$ cat config.mk
export PLATFORM = sky130hd
export DESIGN_NAME = multicycle_control_flat
export DESIGN_NICKNAME = d
export VERILOG_FILES = /design/src/rtl/multicycle_control_if.sv /design/src/rtl/multicycle_control.sv /design/src/flat_wrapper.sv
export SDC_FILE = /design/constraint.sdc
export NUM_CORES = 1
export LEC_CHECK = 0
export CAP_MARGIN = 20
export CORE_AREA = 2 2 39 41
export DETAILED_ROUTE_END_ITERATION = 10
export DIE_AREA = 0 0 41 43
export DONT_BUFFER_PORTS = 1
export PLACE_DENSITY = 0.51
export SLEW_MARGIN = 20
export SYNTH_ARGS = -nofsm -noshare
export SYNTH_HDL_FRONTEND = slang
export SYNTH_SLANG_ARGS = --single-unit
$ cat constraint.sdc
create_clock -name clk -period 3 [get_ports clk]
set_clock_uncertainty 0.1 [all_clocks]
set_input_delay 0.9 -clock clk [delete_from_list [all_inputs] [get_ports clk]]
set_output_delay 0.9 -clock clk [all_outputs]
set_load 0.02 [all_outputs]
$ cat src/rtl/multicycle_control_if.sv
// Control bundle between the multicycle control FSM (master) and the datapath (slave).
interface multicycle_control_if;
  logic [6:0] opcode;
  logic       zero;
  logic       mem_ready;
  logic [1:0] aluop;
  logic [1:0] alusrca;
  logic [1:0] alusrcb;
  logic [1:0] resultsrc;
  logic       adrsrc;
  logic       irwrite;
  logic       memwrite;
  logic       regwrite;
  logic       pcwrite;
  logic       illegal;
  logic [3:0] state;

  modport master (
    input  opcode, zero, mem_ready,
    output aluop, alusrca, alusrcb, resultsrc, adrsrc,
           irwrite, memwrite, regwrite, pcwrite, illegal, state
  );

  modport slave (
    output opcode, zero, mem_ready,
    input  aluop, alusrca, alusrcb, resultsrc, adrsrc,
           irwrite, memwrite, regwrite, pcwrite, illegal, state
  );
endinterface

$ cat src/rtl/multicycle_control.sv
// Moore control FSM for the multicycle RV32I datapath (lw, sw, add/sub, beq).
// Define MC_CTRL_ADDI_EN to add the addi path through EXECI.
module multicycle_control (
  input  logic                        clk,
  input  logic                        rst_n,
  multicycle_control_if.master        bus
);

  typedef enum logic [3:0] {
    FETCH  = 4'd0,
    DECODE = 4'd1,
    MEMADR = 4'd2,
    MEMRD  = 4'd3,
    MEMWB  = 4'd4,
    MEMWR  = 4'd5,
    EXECR  = 4'd6,
    ALUWB  = 4'd7,
    EXECI  = 4'd8,
    BEQ    = 4'd10
  } state_t;

  state_t     r_state;
  state_t     w_next;
  logic [1:0] w_aluop, w_alusrca, w_alusrcb, w_resultsrc;
  logic       w_adrsrc, w_irwrite, w_memwrite, w_regwrite;
  logic       w_pcupdate, w_branch, w_illegal;

  always_ff @(posedge clk) begin
    if (!rst_n) r_state <= FETCH;
    else        r_state <= w_next;
  end

  always_comb begin
    w_next      = FETCH;
    w_aluop     = 2'b00;
    w_alusrca   = 2'b00;
    w_alusrcb   = 2'b00;
    w_resultsrc = 2'b00;
    w_adrsrc    = 1'b0;
    w_irwrite   = 1'b0;
    w_memwrite  = 1'b0;
    w_regwrite  = 1'b0;
    w_pcupdate  = 1'b0;
    w_branch    = 1'b0;
    w_illegal   = 1'b0;
    case (r_state)
      FETCH: begin
        w_alusrcb   = 2'b10;
        w_resultsrc = 2'b10;
        w_irwrite   = bus.mem_ready;
        w_pcupdate  = bus.mem_ready;
        w_next      = bus.mem_ready ? DECODE : FETCH;
      end
      DECODE: begin
        // ALU precomputes the branch target from oldPC + imm
        w_alusrca = 2'b01;
        w_alusrcb = 2'b01;
        case (bus.opcode)
          7'b0000011,
          7'b0100011: w_next = MEMADR;
          7'b0110011: w_next = EXECR;
          7'b1100011: w_next = BEQ;
`ifdef MC_CTRL_ADDI_EN
          7'b0010011: w_next = EXECI;
`endif
          default: begin
            w_next    = FETCH;
            w_illegal = 1'b1;
          end
        endcase
      end
      MEMADR: begin
        w_alusrca = 2'b10;
        w_alusrcb = 2'b01;
        w_next    = bus.opcode[5] ? MEMWR : MEMRD;
      end
      MEMRD: begin
        w_adrsrc = 1'b1;
        w_next   = bus.mem_ready ? MEMWB : MEMRD;
      end
      MEMWB: begin
        w_resultsrc = 2'b01;
        w_regwrite  = 1'b1;
        w_next      = FETCH;
      end
      MEMWR: begin
        w_adrsrc   = 1'b1;
        w_memwrite = 1'b1;
        w_next     = bus.mem_ready ? FETCH : MEMWR;
      end
      EXECR: begin
        w_alusrca = 2'b10;
        w_aluop   = 2'b10;
        w_next    = ALUWB;
      end
      ALUWB: begin
        w_regwrite = 1'b1;
        w_next     = FETCH;
      end
`ifdef MC_CTRL_ADDI_EN
      EXECI: begin
        w_alusrca = 2'b10;
        w_alusrcb = 2'b01;
        w_next    = ALUWB;
      end
`endif
      BEQ: begin
        w_alusrca = 2'b10;
        w_aluop   = 2'b01;
        w_branch  = 1'b1;
        w_next    = FETCH;
      end
      default: w_next = FETCH;
    endcase
  end

  assign bus.state     = r_state;
  assign bus.aluop     = w_aluop;
  assign bus.alusrca   = w_alusrca;
  assign bus.alusrcb   = w_alusrcb;
  assign bus.resultsrc = w_resultsrc;
  assign bus.adrsrc    = w_adrsrc;
  assign bus.illegal   = w_illegal;
  // Write enables are suppressed while reset is held so an abandoned instruction leaves no trace.
  assign bus.irwrite   = w_irwrite  & rst_n;
  assign bus.memwrite  = w_memwrite & rst_n;
  assign bus.regwrite  = w_regwrite & rst_n;
  assign bus.pcwrite   = (w_pcupdate | (w_branch & bus.zero)) & rst_n;

endmodule

$ cat src/flat_wrapper.sv
// flat-port wrapper written by rule: the top's interface ports become plain ports
module multicycle_control_flat 
  (clk, rst_n, bus_opcode, bus_zero, bus_mem_ready, bus_aluop, bus_alusrca, bus_alusrcb, bus_resultsrc, bus_adrsrc, bus_irwrite, bus_memwrite, bus_regwrite, bus_pcwrite, bus_illegal, bus_state);
  multicycle_control_if bus_i ();
  input  logic clk;
  input  logic rst_n;
  input wire logic [$bits(bus_i.opcode)-1:0] bus_opcode;
  input wire logic [$bits(bus_i.zero)-1:0] bus_zero;
  input wire logic [$bits(bus_i.mem_ready)-1:0] bus_mem_ready;
  output wire logic [$bits(bus_i.aluop)-1:0] bus_aluop;
  output wire logic [$bits(bus_i.alusrca)-1:0] bus_alusrca;
  output wire logic [$bits(bus_i.alusrcb)-1:0] bus_alusrcb;
  output wire logic [$bits(bus_i.resultsrc)-1:0] bus_resultsrc;
  output wire logic [$bits(bus_i.adrsrc)-1:0] bus_adrsrc;
  output wire logic [$bits(bus_i.irwrite)-1:0] bus_irwrite;
  output wire logic [$bits(bus_i.memwrite)-1:0] bus_memwrite;
  output wire logic [$bits(bus_i.regwrite)-1:0] bus_regwrite;
  output wire logic [$bits(bus_i.pcwrite)-1:0] bus_pcwrite;
  output wire logic [$bits(bus_i.illegal)-1:0] bus_illegal;
  output wire logic [$bits(bus_i.state)-1:0] bus_state;
  assign bus_i.opcode = bus_opcode;
  assign bus_i.zero = bus_zero;
  assign bus_i.mem_ready = bus_mem_ready;
  assign bus_aluop = bus_i.aluop;
  assign bus_alusrca = bus_i.alusrca;
  assign bus_alusrcb = bus_i.alusrcb;
  assign bus_resultsrc = bus_i.resultsrc;
  assign bus_adrsrc = bus_i.adrsrc;
  assign bus_irwrite = bus_i.irwrite;
  assign bus_memwrite = bus_i.memwrite;
  assign bus_regwrite = bus_i.regwrite;
  assign bus_pcwrite = bus_i.pcwrite;
  assign bus_illegal = bus_i.illegal;
  assign bus_state = bus_i.state;
  multicycle_control u_core (.clk(clk), .rst_n(rst_n), .bus(bus_i));
endmodule
==> metrics <==
worst-case headroom to the max-slew limit 0.632; Post-DP Area 529 um2; post-DR wirelength/cell 13.7 um; sequential-to-total area share from yosys stat 0.177; CTS H-tree depth 1; Total Wirelength 1120 um; die height 43 um; GP Congestion 0.728; Critical Path AT 1630 ps; Pwr Density 281 nW/um2; final instance area 552 um2; hold buffers post-CTS 0; core area 1380 um2; diode count 0; Via Count 452; largest net degree at the start of global routing 17; Logic pwr share 0.222; Rows 14; WHS Endpoint u_core.bus.state[1]$_SDFF_PN0_; FF+latch count, synth 4; CTS tree done; drt pass-1 iters 3; CP required 2000 ps; cts bufs inserted 3; reg2reg path depth 5; Synth Instances 56; max_cap viols 0; fin. max-slew vios 0; Area growth, synth to finish 21.8%; Hold Path Cell Cnt 2; Starting Density 0.327; Worst setup EP type output pin; FILL cells 153; Total GRT Usage 0.143; first-pass GRT wire length 1730 um; hold wc startpoint u_core.bus.state[1]$_SDFF_PN0_; YS warnings 0; R2R Path Start u_core.bus.state[0]$_SDFF_PN0_; synthesized area 453 um2; global route overflow 0; post-cts repair resize count 0; worst ir drop on vdd 184 uV; Final setup violation count 0; Startpoint Class flip-flop; clk_lat worst skew 230 ps; clock-pin slew on the worst setup and hold paths 40 ps; drt initial violations 5; antenna-violating nets left 0; Tcrit/Tclk final 0.876; NetSw 0.0400 mW; clock sinks 4; clock power share 0.408; syn avg cell area 8.09 um2; Final Hold Fails 0; dpl hpwl 875 um; root buffer cell clkbuf_4; RSZ-0062 raised after global routing false; Leak 0.214 nW; worst-path fanout max 9; RR Endpoint u_core.bus.state[2]$_SDFF_PN0_; Crit Path Class flip-flop to output pin; Residual DRC 0; P_int 0.115 mW; total negative slack 0 ps; Least-Margin Pin Slew 551 ps; min Tclk post-route 2630 ps; number of global-route vias before repair 442; post-synthesis cell type count 35; Die W 41 um; clock buffer depth 2; Max Fclk 0.380 GHz; status finished clean; vias per inst 5.51; reg2reg setup slack 1400 ps; I/O Pins 29; sequential share of power 0.369; antenna violations before repair 0; layout cells sized above 1 0.303; net switching fraction of the power 0.258; port buffer count 0; nets 79; Hold Path Class flip-flop to flip-flop; max reg flops 4; setup bufs post-CTS 0; syn nets 67; Total Die Area 1760 um2
-- power by group through the flow --
stage          sequential, mW  combinational, mW  clock, mW
2_1_floorplan          0.0575             0.0257          0
3_3_place_gp           0.0581             0.0348          0
3_5_place_dp           0.0581             0.0348          0
4_1_cts                0.0573             0.0349     0.0671
5_1_grt                0.0575             0.0381     0.0748
6_report               0.0572             0.0345     0.0633
-- worst max-delay path: stages, from the launching register on --
cell,delay (ps)
dfxtp_1,530
buf_4,230
nor4b_4,190
buf_4,200
and2_1,250
-- layout by cell type (no fill, tap or decap), types with 2 or more instances in the layout --
cell type	n
a21o_1	2
a21oi_1	3
and4bb_2	2
buf_4	12
clkbuf_4	3
dfxtp_1	4
nand2_1	2
nand2b_1	3
nand3b_1	2
nor2_1	3
nor2b_1	2
nor3_1	2
nor3b_1	2
nor4_1	2
o21ai_0	2
o21bai_1	2
xnor2_1	2
-- cells in the mapped netlist, drive strengths merged --
cell	number	area [um2]
and3b	1	8.76
a22oi	1	7.51
and4bb	2	25.0
nand2b	3	18.8
o2111ai	1	8.76
nor3	3	20.0
or2b	1	7.51
nor2b	2	12.5
and3	1	6.26
and2	1	6.26
o21bai	2	15.0
o211ai	1	7.51
and4b	1	10.0
clkbuf	1	5.00
dfxtp	4	80.1
nand3b	2	15.0
o21ai	2	10.0
nor4	2	12.5
a21o	2	15.0
nand2	2	7.51
a31oi	1	6.26
nor3b	2	15.0
or3b	1	8.76
nand4	1	6.26
buf	4	28.8
nor2	3	11.3
nand4b	1	8.76
nor4b	2	32.5
a21oi	3	15.0
inv	1	3.75
xnor2	2	17.5
-- routing by layer --
| layer | global-route usage | part of all wire | vias to the layer above |
|---|---|---|---|
| met1 | 0.170 | 0.44 | 208 |
| met4 | 0.0400 | 0 | 0 |
| met3 | 0.0628 | 0.052 | 0 |
| met2 | 0.225 | 0.51 | 14 |
| li1 | - | - | 230 |
| met5 | 0 | 0 | - |
-- worst max path at each step --
stage,start,endpoint,slack [ps],depth (start not counted)
detailed placement,bus_opcode[2],bus_illegal,470,3
global route,u_core.bus.state[2]$_SDFF_PN0_,bus_irwrite,240,3
CTS,u_core.bus.state[0]$_SDFF_PN0_,bus_illegal,330,4
finish,u_core.bus.state[0]$_SDFF_PN0_,bus_illegal,370,4
global placement,bus_opcode[2],bus_illegal,480,3
floorplan,u_core.bus.state[2]$_SDFF_PN0_,bus_pcwrite,150,4
-- cells by family (layout without fill, tap and decap cells) --
group	Yosys count	count (layout)	share of synthesized area
AND/OR/NAND/NOR	31	31	0.514
AO/OA/AOI/OAI	13	13	0.188
buffers and inverters	6	16	0.0829
flip-flops	4	4	0.177
XOR/XNOR	2	2	0.0387
-- final cells by class --
type	count	area (um2)	share of cell area
clock buffer	3	22.5	0.0408
inverter	1	3.75	0.00680
multi-input combinational	46	335	0.608
sequential	4	80.1	0.145
tap	16	20.0	0.0363
timing repair buffer	12	90.1	0.163
-- per-stage QoR --
step	power (mW)	worst slack (ps)	hold WS [ps]	util	instances
2_1_floorplan	0.0832	150	650	-	56
3_3_place_gp	0.0930	482	577	0.382	79
3_5_place_dp	0.0929	473	586	0.382	79
4_1_cts	0.159	328	587	0.399	82
5_1_grt	0.170	237	627	0.399	82
6_report	0.155	371	587	0.399	82
Note: power is estimated with default switching activity, not from simulation.
